File: config.mk
export PLATFORM = sky130hd
export DESIGN_NAME = gate_tester
export DESIGN_NICKNAME = d
export VERILOG_FILES = /design/src/rtl/gate_tester.sv
export SDC_FILE = /design/constraint.sdc
export NUM_CORES = 1
export LEC_CHECK = 0
export ABC_CLOCK_PERIOD_IN_PS = 3550
export CORE_AREA = 2 2 67 50
export CTS_BUF_LIST = sky130_fd_sc_hd__clkbuf_4
export DETAILED_ROUTE_END_ITERATION = 10
export DIE_AREA = 0 0 69 52
export GPL_TIMING_DRIVEN = 0
export MAX_ROUTING_LAYER = met4
export PLACE_DENSITY_LB_ADDON = 0.12
export SYNTH_ARGS = -nofsm -noshare
export SYNTH_HDL_FRONTEND = slang
export SYNTH_SLANG_ARGS = --single-unit
File: constraint.sdc
create_clock -name clk -period 3.55 [get_ports clk]
set_input_delay 0.5325 -clock clk [delete_from_list [all_inputs] [get_ports clk]]
set_output_delay 0.5325 -clock clk [all_outputs]
set_load 0.01 [all_outputs]
File: src/rtl/gate_tester.sv
// Exhaustive two-input gate tester: drives 00,01,10,11, compares the response to GATE_OP.
// Define GATE_TESTER_FAIL_CAPTURE_EN to record the first failing {a,b} on fail_vec.
module gate_tester #(
  parameter int unsigned GATE_OP = 0,
  parameter int unsigned SETTLE  = 1
) (
  input  logic       clk,
  input  logic       rst,
  input  logic       start,
  output logic       dut_a,
  output logic       dut_b,
  input  logic       dut_c,
  output logic       busy,
  output logic       done,
  output logic       pass,
  output logic [2:0] err_cnt,
  output logic [1:0] fail_vec
);

  typedef enum logic [1:0] {IDLE, DRIVE, DONE} state_t;

  localparam logic [3:0] SETTLE_C = 4'(SETTLE);

  state_t     state_q, state_d;
  logic [1:0] idx_q, idx_d;
  logic [3:0] cnt_q, cnt_d;
  logic       a_q, a_d, b_q, b_d;
  logic       pass_q, pass_d;
  logic [2:0] err_q, err_d;
  logic       mismatch;
  logic [2:0] err_inc;
  logic [1:0] idx_nxt;

  function automatic logic gate_ref(input logic a, input logic b);
    case (GATE_OP)
      1:       gate_ref = a | b;
      2:       gate_ref = a ^ b;
      3:       gate_ref = ~(a & b);
      4:       gate_ref = ~(a | b);
      5:       gate_ref = ~(a ^ b);
      default: gate_ref = a & b;
    endcase
  endfunction

  assign mismatch = (dut_c != gate_ref(a_q, b_q));
  assign err_inc  = (err_q == 3'd4) ? 3'd4 : err_q + 3'd1;
  assign idx_nxt  = idx_q + 2'd1;

`ifdef GATE_TESTER_FAIL_CAPTURE_EN
  logic [1:0] fv_q, fv_d;
`endif

  always_comb begin
    state_d = state_q;
    idx_d   = idx_q;
    cnt_d   = cnt_q;
    a_d     = a_q;
    b_d     = b_q;
    pass_d  = pass_q;
    err_d   = err_q;
`ifdef GATE_TESTER_FAIL_CAPTURE_EN
    fv_d    = fv_q;
`endif
    case (state_q)
      IDLE: begin
        if (start) begin
          state_d = DRIVE;
          idx_d   = 2'd0;
          cnt_d   = SETTLE_C;
          a_d     = 1'b0;
          b_d     = 1'b0;
          err_d   = 3'd0;
          pass_d  = 1'b0;
`ifdef GATE_TESTER_FAIL_CAPTURE_EN
          fv_d    = 2'b00;
`endif
        end
      end
      DRIVE: begin
        if (cnt_q != 4'd0) begin
          cnt_d = cnt_q - 4'd1;
        end else begin
          if (mismatch) begin
            err_d = err_inc;
`ifdef GATE_TESTER_FAIL_CAPTURE_EN
            // Only the first mismatch of a run is kept.
            if (err_q == 3'd0) fv_d = {a_q, b_q};
`endif
          end
          if (idx_q != 2'd3) begin
            idx_d = idx_nxt;
            a_d   = idx_nxt[1];
            b_d   = idx_nxt[0];
            cnt_d = SETTLE_C;
          end else begin
            state_d = DONE;
            idx_d   = 2'd0;
            a_d     = 1'b0;
            b_d     = 1'b0;
            pass_d  = (err_d == 3'd0);
          end
        end
      end
      DONE:    state_d = IDLE;
      default: state_d = IDLE;
    endcase
  end

  always_ff @(posedge clk or posedge rst) begin
    if (rst) begin
      state_q <= IDLE;
      idx_q   <= 2'd0;
      cnt_q   <= 4'd0;
      a_q     <= 1'b0;
      b_q     <= 1'b0;
      pass_q  <= 1'b0;
      err_q   <= 3'd0;
    end else begin
      state_q <= state_d;
      idx_q   <= idx_d;
      cnt_q   <= cnt_d;
      a_q     <= a_d;
      b_q     <= b_d;
      pass_q  <= pass_d;
      err_q   <= err_d;
    end
  end

`ifdef GATE_TESTER_FAIL_CAPTURE_EN
  always_ff @(posedge clk or posedge rst) begin
    if (rst) fv_q <= 2'b00;
    else     fv_q <= fv_d;
  end
  assign fail_vec = fv_q;
`else
  assign fail_vec = 2'b00;
`endif

  assign dut_a   = a_q;
  assign dut_b   = b_q;
  assign busy    = (state_q == DRIVE);
  assign done    = (state_q == DONE);
  assign pass    = pass_q;
  assign err_cnt = err_q;

endmodule
== Yosys cells after proc, flatten, opt, wreduce, memory -nomap -nowiden ==
Index checks and enable logic that the tools add are counted.
Storage, ports and cells
  register bits: 14
  logic and storage cells: 57
  bits of input ports: 4
  output and inout port bits: 10
Cells by class
  equal/unequal tests: 9
  bitwise logic cells: 1
  add/sub/neg operators: 3
  reduce and logical (&&, ||, !) cells: 8
  muxes and demuxes: 29
Operators by type and width (count)
  2-to-1 mux 3 bit: 6
  2-to-1 mux 2 bit: 6
  2-to-1 mux 4 bit: 3
  AND reduction 3 bit: 3
  inequality test 2 bit, second input constant: 4
  case mux 2 bit (2 select lines): 2
  case mux 4 bit (2 select lines): 1
  2-to-1 mux 1 bit: 7
  case mux 1 bit (2 select lines): 3
  case mux 3 bit (2 select lines): 1
  AND reduction 4 bit: 1
  nonzero test 4 bit: 1
  subtractor 4 x 1 -> 4 bit, second input constant: 1
  adder 3 x 1 -> 3 bit, second input constant: 1
  equality test 3 bit, second input constant: 1
  zero test 3 bit: 1
  inequality test 3 x 1 -> 1 bit, second input constant: 1
  adder 2 x 1 -> 2 bit, second input constant: 1
  equality test 2 x 1 -> 1 bit, second input constant: 1
  equality test 2 bit, second input constant: 1
  zero test 2 bit: 1
  nonzero test 2 bit: 1
  AND 1 bit: 1
  inequality test 1 bit: 1

== Depth between registers and ports, before layout ==
  depth after elaboration: 9
  gate-level depth with buffers: 6
  depth with buffers taken out: 6

== Least setup slack after synthesis ==
Ideal clock, no wire load.
  kind: reg-to-reg
  from: reg idx_q[1] (netlist name)
  to: reg err_q[0] (netlist: err_cnt[0])
  library setup time: 122 ps
  setup slack: 2003 ps
  data arrival time: 1425 ps
  path buffers: 0
  data required time: 3428 ps
  cell stages (with the launch flop): 6
  period minus slack after synthesis: 1547 ps
  cells stage by stage: dfrtp_1 ha_1 xor2_1 nor3_1 or2_1 a32o_1
RTL lines
  end signal, assigned: line 125  | err_q <= err_d;
  end, declared: line 29  | logic [2:0] err_q, err_d;

== Worst setup path after layout ==
  from: reg state_q[1]
  to: out busy
On the way
  longest elaborated chain between the ends: 1
Ends and longest elaborated chain
  start, declared: line 24  | state_t state_q, state_d;
  start signal, assigned: line 119  | state_q <= state_d;
  equality test 2 x 1 -> 1 bit: line 141  | assign busy = (state_q == DRIVE);
  end, declared: line 13  | output logic busy,
Every way passes these cells.

==> run summary <==
first-pass GRT wire length: 2520 um
die area: 3590 sq um
status: finished clean
Area Growth Syn to Fin: 26.9%
final instance area: 885 sq um
worst path required time: 3.02 ns
Starting Density: 0.234
total CTS buffers: 3
setup violators final: 0
largest stage delay on the critical path: 0.55 ns
Hold Crit Class: reg -> reg
initial antenna violation count: 0
Seq cells post-synth: 12
vias in the first global route: 538
setup_tns: 0 ns
Tmin final: 2.20 ns
ANT nets after route: 0
number of vias in the routed layout: 547
Final #Nets: 96
worst path arrival time: 1.67 ns
DR pass1 iterations: 3
Worst Tran Pin Value: 0.495 ns
filler cell count: 329
worst rel slew slack: 0.669
GRT Util Overall: 0.0936
Int Pwr: 0.000400 W
Site Rows: 17
yosys warns: 0
CTS tree: done
Comb pwr share: 0.504
Worst-Skew Late Latency: 0.27 ns
IO Count: 14
worst slack at placement: 1.50 ns
clock-pin slew on the worst setup and hold paths: 0.08 ns
setup ws final: 1.35 ns
Yosys top cell area share: 0.431
Worst Setup Start Kind: flip-flop
top cells by area, synth: dfrtp_1 43%, ha_1 11%, nor2b_1 3.6%, inv_1 3.2%, a32o_1 2.9%
Core Footprint: 2980 sq um
post-CTS sizing: 0
synth unique cells: 30
pin count of the biggest net entering global routing: 13
CP Capture Type: output pin
Max-Cap Viols: 0
total power: 0.000673 W
Starting DRT DRC Count: 23
area leader, netlist: dfrtp_1
Hold-fix buffers, CTS: 0
clk sinks: 12
Post-Syn Area: 697 sq um
PD cells: 761 nW/um^2
Seq pwr share: 0.368
maximum resistive drop on vdd: 0.000207 V
Final Cycle Share: 0.621
cell leakage power: 0.400 nW
register area: 300 sq um
Max Fanout on Critical Path: 7
slowest CP cell: clkdlybuf4s50_1
vias per cell: 4.45
critical path, cell by cell: nand2b_1, inv_1, clkdlybuf4s50_1
Slew Limit Fails: 0
RSZ-0062 raised after global routing: false
H-tree depth: 1
Placed Area: 858 sq um
hold path cells: 1
post-synthesis sequential area ratio: 0.431
RePlAce Congestion: 0.774
FMAX: 0.454 GHz
Buffers on Ports: 11
cells after synthesis: 69
clk buf depth: 2
drc violations: 0
multi-input logic area: 363 sq um
clock network power share: 0.128
clock skew: 0.00529 ns
Switch Pwr: 0.000273 W
# diodes: 0
Final Hold Vio Count: 0
Hold WS: 0.514 ns
Mapped Avg Cell Area: 10.1 sq um
Switching Fraction: 0.406
R2R depth: 6
gr ovfl total: 0
Post-DP HPWL: 1090 um
Root Buffer Master: clkbuf_4
fraction of layout cells with a size suffix above 1: 0.0706
critical setup path kind: reg -> out
final WL: 1400 um
chip height: 52 um
wire per inst: 11.4 um
Post-CTS Setup Bufs: 0
die width: 69 um
## cells by family after synthesis
family                   count (synthesis)  synth area share
adder cells (fa/ha/maj)                  6             0.108
AND/OR/NAND/NOR                         21             0.181
other                                    1           0.00538
buffers and inverters                    8            0.0539
flip-flops                              12             0.431
AO/OA/AOI/OAI                           20             0.208
XOR/XNOR                                 1            0.0126
## layer usage
layer / wire length, um / track usage / vias to the layer above
met2: 570 / 0.135 / 14
met3: 86 / 0.0407 / 2
li1: - / - / 278
met4: 22 / 0.0392 / 0
met5: 0 / - / -
met1: 719 / 0.115 / 253
## area by class of cell
cell class,count,share of cell area
clock inverters,1,0.00424
multi-input cells,50,0.410
well taps,38,0.0537
inverters,6,0.0255
flip-flops and latches,12,0.339
clock buffers,3,0.0255
repair buffers,11,0.124
plain buffers,2,0.0170
## state kept, by name (all words and copies together) (netlist names)
register  flops
cnt_q         4
err_cnt       3
state_q       2
dut_b         1
idx_q         1
pass          1
## through the flow
stage / util / cells
2_1_floorplan: - / 70
3_3_place_gp: 0.288 / 119
3_5_place_dp: 0.288 / 119
4_1_cts: 0.297 / 123
5_1_grt: 0.297 / 123
6_report: 0.297 / 123
## final timing paths
check | from | slack (ns) | to
max | state_q[1]$_DFFE_PP0P_ | 1.35 | busy
min | cnt_q[0]$_DFFE_PP0P_ | 0.51 | cnt_q[0]$_DFFE_PP0P_
max reg2reg | cnt_q[0]$_DFFE_PP0P_ | 1.84 | cnt_q[2]$_DFFE_PP0P_
min reg2reg | cnt_q[0]$_DFFE_PP0P_ | 0.51 | cnt_q[0]$_DFFE_PP0P_
max in group asynchronous | rst | 2.66 | cnt_q[3]$_DFFE_PP0P_
min in group asynchronous | rst | 0.57 | err_cnt[0]$_DFFE_PP0P_
## cells in the final DEF (no fill, tap or decap), types with 3 or more instances in the layout
cell type / count
nor2_1: 5
clkbuf_4: 3
o21ai_1: 3
nor2b_1: 4
ha_1: 6
inv_1: 6
clkdlybuf4s50_1: 11
dfrtp_1: 12
## power groups by stage
stage	logic (W)	clock network, W	registers [W]
2_1_floorplan	0.000221	0	0.000248
3_3_place_gp	0.000339	0	0.000248
3_5_place_dp	0.000341	0	0.000251
4_1_cts	0.000342	0.0000916	0.000248
5_1_grt	0.000386	0.0000958	0.000258
6_report	0.000340	0.0000862	0.000247
## synth_stat cells
| cell type | number |
|---|---|
| o22ai_1 | 1 |
| nor3b_1 | 1 |
| nor2b_1 | 4 |
| o211ai_1 | 1 |
| nand2_1 | 1 |
| inv_1 | 6 |
| and3_1 | 1 |
| nor2_1 | 5 |
| a21oi_1 | 2 |
| conb_1 | 1 |
| o21ai_1 | 3 |
| a21o_1 | 2 |
| nor3_1 | 2 |
| o2bb2ai_1 | 1 |
| a31oi_1 | 2 |
| and4bb_1 | 1 |
| o21bai_1 | 1 |
| or2_1 | 1 |
| xor2_1 | 1 |
| o21ai_0 | 2 |
| dfrtp_1 | 12 |
| a22o_1 | 2 |
| a311oi_2 | 1 |
| nor4_1 | 1 |
| nor4b_1 | 1 |
| nand2b_1 | 2 |
| buf_4 | 2 |
| ha_1 | 6 |
| a32o_1 | 2 |
| or3b_1 | 1 |
## critical path, delay by kind of cell, from the launching register on
kind	cells	cell delay, ns
and+or+nand+nor	1	0.27
buffers and inverters	2	0.73
DFF	1	0.40
(Power assumes the default switching activity.)
